**src/rtl/logic_reduce.sv**
```systemverilog
// Packet-wide bitwise reduction (AND/OR/XOR and inverted forms) over a
// valid/ready input stream, with the result held until downstream accepts it.
module logic_reduce #(
    parameter int WIDTH   = 8,
    parameter int MAX_LEN = 16,
    localparam int CW     = $clog2(MAX_LEN + 1)
) (
    input  logic             clk,
    input  logic             rst,
    input  logic             in_valid,
    output logic             in_ready,
    input  logic [WIDTH-1:0] in_data,
    input  logic             in_last,
    input  logic [2:0]       in_op,
    output logic             out_valid,
    input  logic             out_ready,
    output logic [WIDTH-1:0] out_data,
    output logic [CW-1:0]    out_count,
    output logic             out_err
);

    typedef enum logic [1:0] {IDLE, ACCUM, HOLD} state_t;

    state_t           state_q, state_d;
    logic [WIDTH-1:0] acc_q, acc_d;
    logic [2:0]       op_q, op_d;
    logic [CW-1:0]    cnt_q, cnt_d;
    logic             err_q, err_d;
    logic             accept;

    // Inverted ops and reserved codes share the base AND/OR/XOR fold.
    function automatic logic [WIDTH-1:0] fold(input logic [2:0]       op,
                                              input logic [WIDTH-1:0] a,
                                              input logic [WIDTH-1:0] b);
        case (op)
            3'd1, 3'd4: fold = a | b;
            3'd2, 3'd5: fold = a ^ b;
            default:    fold = a & b;
        endcase
    endfunction

    function automatic logic [WIDTH-1:0] finish(input logic [2:0]       op,
                                                input logic [WIDTH-1:0] a);
        finish = (op >= 3'd3 && op <= 3'd5) ? ~a : a;
    endfunction

    always_ff @(posedge clk or posedge rst) begin
        if (rst) begin
            state_q <= IDLE;
            acc_q   <= '0;
            op_q    <= '0;
            cnt_q   <= '0;
            err_q   <= 1'b0;
        end else begin
            state_q <= state_d;
            acc_q   <= acc_d;
            op_q    <= op_d;
            cnt_q   <= cnt_d;
            err_q   <= err_d;
        end
    end

    assign in_ready  = (state_q != HOLD);
    assign out_valid = (state_q == HOLD);
    assign accept    = in_valid && in_ready;

    always_comb begin
        state_d = state_q;
        acc_d   = acc_q;
        op_d    = op_q;
        cnt_d   = cnt_q;
        err_d   = err_q;
        case (state_q)
            IDLE: begin
                if (accept) begin
                    acc_d   = in_data;
                    op_d    = in_op;
                    cnt_d   = CW'(1);
                    err_d   = (in_op > 3'd5);
                    state_d = in_last ? HOLD : ACCUM;
                end
            end
            ACCUM: begin
                if (accept) begin
                    acc_d = fold(op_q, acc_q, in_data);
                    // Overlong packets keep folding but pin the count and flag it.
                    if (cnt_q == CW'(MAX_LEN)) begin
                        err_d = 1'b1;
                    end else begin
                        cnt_d = cnt_q + CW'(1);
                    end
                    state_d = in_last ? HOLD : ACCUM;
                end
            end
            HOLD: begin
                if (out_ready) begin
                    state_d = IDLE;
                end
            end
            default: state_d = IDLE;
        endcase
    end

    assign out_data  = out_valid ? finish(op_q, acc_q) : '0;
    assign out_count = out_valid ? cnt_q : '0;
    assign out_err   = out_valid ? err_q : 1'b0;

endmodule
```
**config.mk**
```make
export PLATFORM = sky130hd
export DESIGN_NAME = logic_reduce
export DESIGN_NICKNAME = d
export VERILOG_FILES = /design/src/rtl/logic_reduce.sv
export SDC_FILE = /design/constraint.sdc
export NUM_CORES = 1
export LEC_CHECK = 0
export CORE_ASPECT_RATIO = 0.9
export CORE_MARGIN = 5
export CORE_UTILIZATION = 50
export CTS_BUF_LIST = sky130_fd_sc_hd__clkbuf_4 sky130_fd_sc_hd__clkbuf_8 sky130_fd_sc_hd__clkbuf_16
export DETAILED_ROUTE_END_ITERATION = 12
export PLACE_DENSITY = 0.77
export SYNTH_ARGS = -nofsm -noshare
export SYNTH_HDL_FRONTEND = slang
export SYNTH_SLANG_ARGS = --single-unit
export TNS_END_PERCENT = 1
```
**constraint.sdc**
```tcl
create_clock -name clk -period 2.1 [get_ports clk]
set_input_delay 0.21 -clock clk [delete_from_list [all_inputs] [get_ports clk]]
set_output_delay 0.21 -clock clk [all_outputs]
set_load 0.01 [all_outputs]
```
# Word-level counts from Yosys, hierarchy flattened

Index checks and enable logic that the tools add are counted.

Register bits after elaboration: 19
Output and inout port bits: 16
Logic and storage cells: 59

Add/subtract/negate cells: 1
Magnitude comparators: 3
Equal/unequal tests: 14
Muxes and demuxes: 20
Bitwise gates (word level): 4
Reduce and logical (&&, ||, !) cells: 12

Operators by type and width:

| cell                                                                     | count |
|---|---|
| 8-bit 2-to-1 mux                                                         | 4 |
| 8-bit case mux with 2 select lines                                       | 2 |
| 5-bit 2-to-1 mux                                                         | 4 |
| 2-bit inequality test (second input constant)                            | 5 |
| 5-bit case mux with 2 select lines                                       | 1 |
| 8-bit bitwise AND                                                        | 1 |
| 8-bit NOT                                                                | 1 |
| 8-bit OR                                                                 | 1 |
| 4-bit AND reduction                                                      | 2 |
| 8-bit bitwise XOR                                                        | 1 |
| 3-bit equality test (second input constant)                              | 2 |
| 2-bit 2-to-1 mux                                                         | 3 |
| 2-bit OR reduction                                                       | 3 |
| 5-bit by 1-bit adder with 5-bit output (second input constant)           | 1 |
| 5-bit equality test (second input constant)                              | 1 |
| 1-bit 2-to-1 mux                                                         | 4 |
| 2-bit by 1-bit inequality test with 1-bit output (second input constant) | 2 |
| 2-bit case mux with 2 select lines                                       | 1 |
| 2-bit AND reduction                                                      | 2 |
| 3-bit by 1-bit equality test with 1-bit output (second input constant)   | 1 |
| 3-bit by 2-bit equality test with 1-bit output (second input constant)   | 1 |
| 3-bit by 2-bit >= comparator with 1-bit output (second input constant)   | 1 |
| 3-bit greater-than comparator (second input constant)                    | 1 |
| 3-bit less-or-equal comparator (second input constant)                   | 1 |
| 7 further kinds                                                          | 8 |

# Longest topological paths before layout

Depth after elaboration: 5
Gate-level depth with buffers: 7

# Worst setup path after synthesis

Ideal clock, no wire load.

Kind: reg2out
From: reg op_q[2]
To: out out_data[0]
Arrival time: 1,223 ps
Required time: 1,890 ps
Slack: 667 ps
Cell stages (with the launch flop): 6
Cell sequence: dfrtp_1 buf_2 buf_2 o21ai_4 xnor2_1 nor2_1

Word-level cells in the longest chain between the ends: 4

RTL lines:

| what                                                                                             | line | text |
|---|---|---|
| start, declared                                                                                  | 26   | `logic [2:0] op_q, op_d;` |
| start signal, assigned                                                                           | 57   | `op_q <= op_d;` |
| 3-bit by 2-bit >= comparator with 1-bit output or 3-bit less-or-equal comparator (tied branches) | 44   | `finish = (op >= 3'd3 && op <= 3'd5) ? ~a : a;` |
| 1-bit logical AND (*)                                                                            | 44   |  |
| 8-bit 2-to-1 mux (*)                                                                             | 44   |  |
| 8-bit 2-to-1 mux (*)                                                                             | 104  | `assign out_data = out_valid ? finish(op_q, acc_q) : '0;` |
| end, declared                                                                                    | 17   | `output logic [WIDTH-1:0] out_data,` |

Mark *: on every way between the ends. The rest lies on a longest branch, timed or not.

# Worst setup path after layout

From: reg state_q[0]
To: out out_count[3]

Word-level cells in the longest chain between the ends: 2

RTL lines:

| what                   | line | text |
|---|---|---|
| start, declared        | 24   | `state_t state_q, state_d;` |
| start signal, assigned | 55   | `state_q <= state_d;` |
| 2-bit equality test    | 64   | `assign out_valid = (state_q == HOLD);` |
| 5-bit 2-to-1 mux       | 105  | `assign out_count = out_valid ? cnt_q : '0;` |
| end, declared          | 18   | `output logic [CW-1:0] out_count,` |

Every way passes these cells.

==> summary.txt <==
Worst hold path
  • Hold crit path type: in -> async

Cells and area
  • Reg area: 477 sq um
  • Most frequent cells in the layout: 24 x inv_1, 24 x nand2_1, 23 x clkdlybuf4s50_1, 18 x ha_1, 18 x dfrtp_1
  • Core Util, Final: 64.7%
  • Ant. Diodes: 0
  • Design area: 2200 sq um
  • Multi-input gate area: 1130 sq um
  • Nets: 286
  • Final std cells w/o fill: 295
  • Area growth syn-to-layout: 24.0%
  • Layout cells sized above 1: 9.16%
  • Filler instances: 314

Clock network
  • Clock sink count: 19
  • Worst-Skew Late Latency: 270 ps
  • Num CTS Buffers: 3
  • Htree depth: 1
  • CTS max path bufs: 2
  • CTS tree: built
  • Clk slew on worst S/H paths: 80 ps
  • CTS Hold Bufs: 0
  • Root buffer cell: clkbuf_8

Power and ir drop
  • Pwr dens: 914 nW/um^2
  • Peak VDD IR: 0.000558 V
  • Leakage: 1.11 nW
  • Pwr Total: 2.01 mW

Die
  • CORE AREA: 3400 sq um
  • Io pins: 32
  • Die ar.: 4840 sq um
  • Die W: 72.8 microns
  • Die height: 66.5 microns
  • Cell Rows: 20
  • Initial Util: 52.2%

Timing
  • Max-slew violations: 0
  • RSZ-0062 raised after global routing: false
  • Final setup fails: 0
  • Max_slew headroom: 68.8%
  • Worst Tran Pin Value: 465 ps
  • Final setup TNS: 0 ps
  • Final critical path time including I/O delays and setup: 2000 ps
  • Clk_skew: 8.15 ps
  • Hold_ws: 262 ps
  • Final worst-path cycle share: 95.0%
  • Final hold violations: 0
  • Fin worst setup slack: 105 ps
  • Maximum clock rate: 501 MHz

Worst setup path
  • Worst setup path end: out_count[3]
  • R2R Path Start: state_q[1]
  • Reg-to-Reg End: acc_q[7]
  • Arr. time, crit path: 1790 ps
  • Worst Setup Path Type: reg -> out
  • Register-to-register setup slack: 450 ps
  • Setup crit start: state_q[0]
  • CP max FO: 6
  • CP Capture Type: output port
  • Critical Path RT: 1890 ps
  • CP Launch Type: flop
  • Reg2reg path depth: 4

Logic synthesis
  • Largest area contributor in the netlist: dfrtp_1
  • Post-Syn Instances: 220
  • Avg Inst Size Synth: 8.07 sq um
  • Net Count, Synth: 254
  • Post-synthesis sequential area ratio: 26.8%
  • Synth Cell Area: 1780 sq um
  • Synth top area share: 26.8%
  • Area contributors post-synth: dfrtp_1 27%, ha_1 13%, nand2_1 5.3%
  • EDFF count, synth: 0
  • Synth cell types: 42
  • Async set-reset flop share out of synthesis: 100%
  • Most common flop cell mapped by yosys: dfrtp_1
  • Yosys warns: 0
  • #FFs+latches synth: 19

Place
  • Placed Area: 2110 sq um
  • Buffers on Ports: 31
  • Dpl hpwl: 3040 microns
  • Gpl congestion: 0.809
  • Dpl ws: 148 ps
  • Placed Cells: 289

Detailed routing
  • Routed Antenna Nets: 0
  • Drc violations: 0
  • DRT Wirelength: 4230 microns
  • Vias/cell: 5.54
  • Initial DRC Count: 108
  • Routed WL per cell: 14.3 microns
  • Length of the first detailed-routing pass in iterations: 5
  • DR vias: 1633

Global routing
  • Grt ovf: 0
  • Initial antenna violation count: 0
  • GRT Total Usage: 18.5%
  • Largest net degree at the start of global routing: 26
  • Vias in the first global route: 1496
  • First-pass GRT wire length: 7000 microns

Outcome
  • Status: finished clean

Flow run
  • Max Cap Viol: 0
## sequential cells by signal, indices dropped and copies added, names as in the netlist
name     count
acc_q        8
cnt_q        5
err_q        1
op_q         3
state_q      2
## synthesized netlist by cell type, types with 2 or more instances
master,count
mux2i_1,8
nand2b_1,6
ha_1,18
o31ai_1,4
and2_1,4
and3_1,2
a21oi_1,10
dfrtp_1,19
nor3_1,9
a221oi_1,3
o32ai_1,4
buf_6,3
nor2_1,15
xnor2_1,9
nand3_1,5
nor2b_1,2
a2111oi_0,2
mux2_2,3
o22ai_1,2
a311oi_1,4
inv_1,24
a31oi_1,3
o21ai_0,10
nand2_1,25
clkbuf_1,3
buf_2,7
## repair_timing
| item | CTS | global route |
|---|---|---|
| gates resized for setup | 4 | 7 |
| hold endpoints to repair | 0 | 0 |
| pin swaps | 1 | 0 |
| endpoints found under the setup margin | 8 | 7 |
| buffers inserted | 2 | 0 |
## routing by layer
metal	share of wire, %	GRT usage, %	vias up
met5	0	0	-
met4	1.2	5.30	0
met1	46	23.6	771
li1	-	-	821
met2	48	31.6	36
met3	4.6	3.47	5
## cells by family (layout without fill, tap and decap cells)
family / after synthesis / count (layout) / share of synthesized area [%]
xor+xnor: 9 / 9 / 4.44
fa+ha+maj: 18 / 18 / 12.7
buf+inv: 38 / 69 / 10.0
compound gates: 49 / 49 / 19.0
simple gates: 76 / 76 / 20.7
flops: 19 / 19 / 26.8
mux: 11 / 11 / 6.41
## layout make-up
class	instances	area share, %
multi-input combinational	163	51.3
inverter	24	4.09
clock buffer	4	2.22
tap	44	2.50
timing repair buffer	41	18.2
sequential	19	21.6
## power breakdown
group	internal, mW	total [mW]	switching [mW]
logic	0.536	1.11	0.575
registers	0.479	0.614	0.135
clock network	0.149	0.288	0.139
total	1.16	2.01	0.849
## worst min-delay path by stage
stage,start,end,slack [ps],depth (start not counted)
2_1_floorplan,rst,acc_q[0],160,1
3_3_place_gp,state_q[1],state_q[0],460,1
3_5_place_dp,state_q[1],state_q[0],470,1
4_1_cts,rst,op_q[1],260,3
5_1_grt,rst,op_q[1],300,3
6_report,rst,cnt_q[3],260,3
## critical path, stage by stage, from the launching register on
cell,delay [ps]
dfrtp_1,390
inv_1,180
nand2_2,140
inv_1,130
and2_1,130
clkdlybuf4s50_1,530
Note: power is estimated with default switching activity, not from simulation.
